## src/rtl/wave_column_scheduler.sv

```systemverilog
// Writes ROWS-pixel loudness columns into the waveform framebuffer at a wrapping head column,
// and sweeps the whole framebuffer to zero on clear requests.
module wave_column_scheduler #(
    parameter int ROWS = 100,
    parameter int COLS = 160,
    parameter int X_W  = 8,
    parameter int Y_W  = 7
) (
    input  logic            clk,
    input  logic            reset,
    input  logic            col_valid,
    input  logic [ROWS-1:0] col_data,
    input  logic            clear_req,
    output logic            col_ack,
    output logic            fb_we,
    output logic [X_W-1:0]  fb_x,
    output logic [Y_W-1:0]  fb_y,
    output logic            fb_pixel,
    output logic [X_W-1:0]  head_col,
    output logic            busy,
    output logic            clear_done,
    output logic [1:0]      dbg_state
);

    // Handshake: col_valid is a level; a column is taken only on a cycle spent in IDLE,
    // and col_ack pulses for exactly one cycle afterwards. The source then drops or replaces col_valid.
    typedef enum logic [1:0] {
        IDLE  = 2'd0,
        WRITE = 2'd1,
        CLEAR = 2'd2
    } state_t;

    localparam logic [X_W-1:0] X_LAST = X_W'(COLS - 1);
    localparam logic [Y_W-1:0] Y_LAST = Y_W'(ROWS - 1);

    state_t          state_q;
    logic            pending_q;
    logic [ROWS-1:0] shadow_q;
    logic [X_W-1:0]  cx_q;
    logic [Y_W-1:0]  cy_q;
    logic [X_W-1:0]  head_q;
    logic            col_ack_q;
    logic            fb_we_q;
    logic [X_W-1:0]  fb_x_q;
    logic [Y_W-1:0]  fb_y_q;
    logic            fb_pixel_q;
    logic            busy_q;
    logic            clear_done_q;

    always_ff @(posedge clk) begin
        if (reset) begin
            state_q      <= IDLE;
            pending_q    <= 1'b0;
            shadow_q     <= '0;
            cx_q         <= '0;
            cy_q         <= '0;
            head_q       <= '0;
            col_ack_q    <= 1'b0;
            fb_we_q      <= 1'b0;
            fb_x_q       <= '0;
            fb_y_q       <= '0;
            fb_pixel_q   <= 1'b0;
            busy_q       <= 1'b0;
            clear_done_q <= 1'b0;
        end else begin
            col_ack_q    <= 1'b0;
            clear_done_q <= 1'b0;
            case (state_q)
                IDLE: begin
                    fb_we_q <= 1'b0;
                    // A clear (new or deferred) always wins over a waiting column.
                    if (pending_q || clear_req) begin
                        state_q   <= CLEAR;
                        busy_q    <= 1'b1;
                        pending_q <= 1'b0;
                        cx_q      <= '0;
                        cy_q      <= '0;
                    end else if (col_valid) begin
                        shadow_q  <= col_data;
                        col_ack_q <= 1'b1;
                        state_q   <= WRITE;
                        busy_q    <= 1'b1;
                        cy_q      <= '0;
                    end
                end
                WRITE: begin
                    fb_we_q    <= 1'b1;
                    fb_x_q     <= head_q;
                    fb_y_q     <= cy_q;
                    fb_pixel_q <= shadow_q[cy_q];
                    if (clear_req) begin
                        pending_q <= 1'b1;
                    end
                    if (cy_q == Y_LAST) begin
                        cy_q    <= '0;
                        head_q  <= (head_q == X_LAST) ? '0 : head_q + 1'b1;
                        state_q <= IDLE;
                        busy_q  <= 1'b0;
                    end else begin
                        cy_q <= cy_q + 1'b1;
                    end
                end
                CLEAR: begin
                    fb_we_q    <= 1'b1;
                    fb_x_q     <= cx_q;
                    fb_y_q     <= cy_q;
                    fb_pixel_q <= 1'b0;
                    if (cy_q == Y_LAST) begin
                        cy_q <= '0;
                        if (cx_q == X_LAST) begin
                            cx_q         <= '0;
                            head_q       <= '0;
                            clear_done_q <= 1'b1;
                            state_q      <= IDLE;
                            busy_q       <= 1'b0;
                        end else begin
                            cx_q <= cx_q + 1'b1;
                        end
                    end else begin
                        cy_q <= cy_q + 1'b1;
                    end
                end
                default: begin
                    state_q <= IDLE;
                    busy_q  <= 1'b0;
                    fb_we_q <= 1'b0;
                end
            endcase
        end
    end

    assign col_ack    = col_ack_q;
    assign fb_we      = fb_we_q;
    assign fb_x       = fb_x_q;
    assign fb_y       = fb_y_q;
    assign fb_pixel   = fb_pixel_q;
    assign head_col   = head_q;
    assign busy       = busy_q;
    assign clear_done = clear_done_q;
    assign dbg_state  = state_q;

endmodule

```

## config.mk

```make
export PLATFORM = sky130hd
export DESIGN_NAME = wave_column_scheduler
export DESIGN_NICKNAME = d
export VERILOG_FILES = /design/src/rtl/wave_column_scheduler.sv
export SDC_FILE = /design/constraint.sdc
export NUM_CORES = 1
export LEC_CHECK = 0
export BUFFER_PORTS_ARGS = -buffer_cell sky130_fd_sc_hd__buf_2
export CORE_MARGIN = 2
export CORE_UTILIZATION = 25
export CTS_CLUSTER_SIZE = 10
export DETAILED_ROUTE_END_ITERATION = 8
export GPL_ROUTABILITY_DRIVEN = 0
export PLACE_DENSITY = 0.4
export SLEW_MARGIN = 30
export SYNTH_ARGS = -nofsm -noshare
export SYNTH_HDL_FRONTEND = slang
export SYNTH_SLANG_ARGS = --single-unit
export TNS_END_PERCENT = 1
```

## constraint.sdc

```tcl
create_clock -name clk -period 3.8 [get_ports clk]
set_input_delay 0.38 -clock clk [delete_from_list [all_inputs] [get_ports clk]]
set_output_delay 0.38 -clock clk [all_outputs]
set_load 0.005 [all_outputs]
```

==> metrics.md <==
| Metric | Value |
|---|---|
| Main combinational cell family by area after synthesis | `simple AND/OR/NAND/NOR gates` |
| Max-slew headroom | `43.65%` |
| DRT Pass-1 Iters | `4` |
| Post-CTS Resized | `0` |
| Layout cells sized above 1 | `23.72%` |
| Reg clk slew, reported paths | `about 0.07 ns` |
| Clk sinks | `146` |
| Sequential share of the synthesized area | `45.30%` |
| Detailed Place HPWL | `roughly 13,000 um` |
| Multi-input gate area | `0.003281 mm^2` |
| Worst Setup End Kind | `register` |
| Mux contribution to synthesized area | `12.00%` |
| Slew Limit Fails | `0` |
| Synthesized flop and latch total | `146` |
| Placed Area | `~0.0074 mm^2` |
| Warnings from Yosys | `0` |
| Post-synthesis cell type count | `55` |
| Post-Syn Area | `0.006452 mm^2` |
| CP Launch Type | `register` |
| Final Skew | `0.01250 ns` |
| Worst hold path depth | `3` |
| Die W | `164.7 um` |
| Post-synthesis compound-gate area fraction | `between 10% and 20%` |
| Final setup violation count | `0` |
| Die height | `164.7 um` |
| Final core utilization | `31.56%` |
| Worst-Skew Late Latency | `~0.43 ns` |
| Main flop type after synthesis | `dfxtp_1` |
| Critical-path top delay cell | `ha_1` |
| Status | `complete, no violations` |
| Final hold violations | `0` |
| Detailed Route WL | `19,320 um` |
| Routed Antenna Nets | `0` |
| Area growth from synthesis to layout | `23.52%` |
| Nets | `974` |
| VDD IR-drop max | `0.2756 mV` |
| Syn avg cell area | `8.479 um^2` |
| Finished Cell Area | `0.007970 mm^2` |
| Fillcell total | `between 2,000 and 3,000` |
| Synth Instances | `761` |
| CTS Hold Bufs | `0` |
| CP cell instances | `inv_1 -> ha_1 -> inv_1 -> o31a_4 -> or2_4 -> or3_1 -> a21oi_1` |
| Fmax | `381.9 MHz` |
| Row count | `58` |
| Most common cell on crit path | `inv_1` |
| RSZ-0062 raised after global routing | `false` |
| Num CTS Buffers | `17` |
| Register area | `0.002925 mm^2` |
| Fin cells | `1,207` |
| Design Power | `4.354 mW` |
| Synth Area in XOR/XNOR | `1.900%` |
| Initial antenna violation count | `0` |
| Clock Tree Root | `clkbuf_16` |
| CTS tree | `built` |
| Commonest non-fill, non-tap cell in the layout | `nand2_1` |
| GRT overflow | `0` |
| Crit path time final | `roughly 2.6 ns` |
| DRC Markers | `0` |
| Crit Path Max Fanout | `16` |
| I/O pins | `roughly 130` |
| Worst Setup Path Type | `register to register` |
| Fin Setup TNS | `0 ns` |
| CTS H-Tree Depth | `4` |
| Post-Synth Simple-Gate Area | `21.64%` |
| Slew @ Worst Pin | `0.8453 ns` |
| Hold Crit Class | `input port to register` |
| Pwr/cell area | `around 550 mW/mm^2` |
| Vias/cell | `4.592` |
| Clk buf depth | `2` |
| Vias in the first global route | `5,439` |
| All-Layer GR Usage | `14.63%` |
| Worst Path Arrival | `2.97 ns` |
| Die ar. | `0.02711 mm^2` |
| Placed cell count | `1,175` |
| CP peak stage delay | `between 0.7 and 0.8 ns` |
| Synth async-reset ratio | `0%` |
| Via count | `5,542` |
| Max-cap violation count | `0` |
| Fin crit share | `68.90%` |
| Largest net degree at the start of global routing | `a little over 100` |
| Adder-Cell Fraction of Synth Area | `1.163%` |
| Port Buffers | `133` |
| P_leak | `2.918 nW` |
| Starting Density | `25.55%` |
| Postcts setup bufs | `0` |
| Commonest non-fill, non-tap cells in the layout | `nand2_1 (218), dfxtp_1 (144), buf_2 (132), a21oi_1 (114), nor2_1 (43)` |
| Avg WL per Cell | `about 16 um` |
| Diodes inserted | `0` |
| CORE AREA | `0.02525 mm^2` |
| Syn_nets | `about 870` |
| First DRT Iteration DRCs | `369` |
| First-pass GRT wire length | `30,570 um` |
| Number of flops mapped to enable cells by yosys | `0` |
| R2R cell count | `7` |
| Crit path required time | `4.15 ns` |
cell type report:
cell class	count	area share [%]
Clock buffer	19	5.432
Clock inverter	13	1.601
Inverter	7	0.3297
Multi-Input combinational cell	550	41.16
Sequential cell	146	36.70
Tap cell	330	5.181
Timing Repair Buffer	142	9.592
power by group:
group	internal, mW	total, mW	switching, mW
Sequential	1.67	1.81	0.132
Combinational	0.407	0.925	0.517
Clock	0.913	1.62	0.712
state kept, by name, indices dropped and copies added (netlist names):
register and flops:
fb_y 7, shadow_q 100, fb_we 1, busy 1
dbg_state 2, fb_x 8, clear_done 1, fb_pixel 1
pending_q 1, head_col 8, cy_q 7, col_ack 1
cx_q 8
critical path, delay by kind of cell, from the launching register on:
kind / cells / cell delay, ns
adders and majority gates: 1 / 0.71
and+or+nand+nor: 2 / 0.59
AOI/OAI and AO/OA: 2 / 0.58
DFF: 1 / 0.33
buffers and inverters: 2 / 0.33
cells by family (layout without fill, tap and decap cells):
kind of cell / Yosys count / in the layout
and+or+nand+nor: 322 / 322
muxes: 53 / 53
DFF: 146 / 146
buffers and inverters: 65 / 181
adders and majority gates: 6 / 6
xor gates and xnor gates: 14 / 14
AOI/OAI and AO/OA: 155 / 155
routing by layer:
layer	part of all wire (%)	global-route usage (%)	vias to the layer above
met5	0	0	-
met4	0.62	3.202	0
met3	4.1	3.315	9
met2	46	22.77	110
met1	50	20.68	2608
li1	-	-	2815
cells in the mapped netlist, types with 3 or more instances:
| master | n | area (um^2) |
|---|---|---|
| buf_2 | 8 | 40.04 |
| nand2b_1 | 4 | 25.02 |
| xor2_1 | 3 | 26.28 |
| xnor2_1 | 11 | 96.34 |
| nand4_1 | 9 | 56.30 |
| nor3_1 | 4 | 20.02 |
| buf_1 | 5 | 18.77 |
| nand3_1 | 10 | 50.05 |
| nand2_1 | 219 | 822.0 |
| nor2b_1 | 6 | 37.54 |
| a21oi_1 | 114 | 570.6 |
| or3_1 | 4 | 25.02 |
| nor2_1 | 43 | 161.4 |
| ha_1 | 6 | 75.07 |
| dfxtp_1 | 146 | 2923 |
| clkbuf_1 | 44 | 165.2 |
| inv_1 | 7 | 26.28 |
| nor4_1 | 6 | 37.54 |
| a22oi_1 | 3 | 22.52 |
| mux4_2 | 18 | 405.4 |
| o21ai_0 | 8 | 40.04 |
| mux2i_1 | 32 | 320.3 |
| a211oi_1 | 13 | 97.59 |
through the flow:
| step | hold WS, ns | setup slack (ns) |
|---|---|---|
| after floorplan | 0.4315 | 1.625 |
| after global placement | 0.4410 | 1.171 |
| after CTS | 0.1617 | 1.164 |
| final | 0.1884 | 1.182 |
| after detailed placement | 0.4456 | 1.188 |
| after global routing | 0.1772 | 0.8995 |
worst paths after layout:
path	slack [ns]	endpoint	startpoint
worst max-delay path	1.18	cx_q[4]$_SDFFE_PP0P_	dbg_state[0]$_SDFFE_PP0P_
worst min-delay path	0.19	shadow_q[71]$_SDFFE_PP0P_	col_data[71]
worst max register to register	1.18	cx_q[4]$_SDFFE_PP0P_	dbg_state[0]$_SDFFE_PP0P_
worst min register to register	0.45	shadow_q[51]$_SDFFE_PP0P_	shadow_q[51]$_SDFFE_PP0P_
No activity file was read; power rests on OpenSTA's default activity.
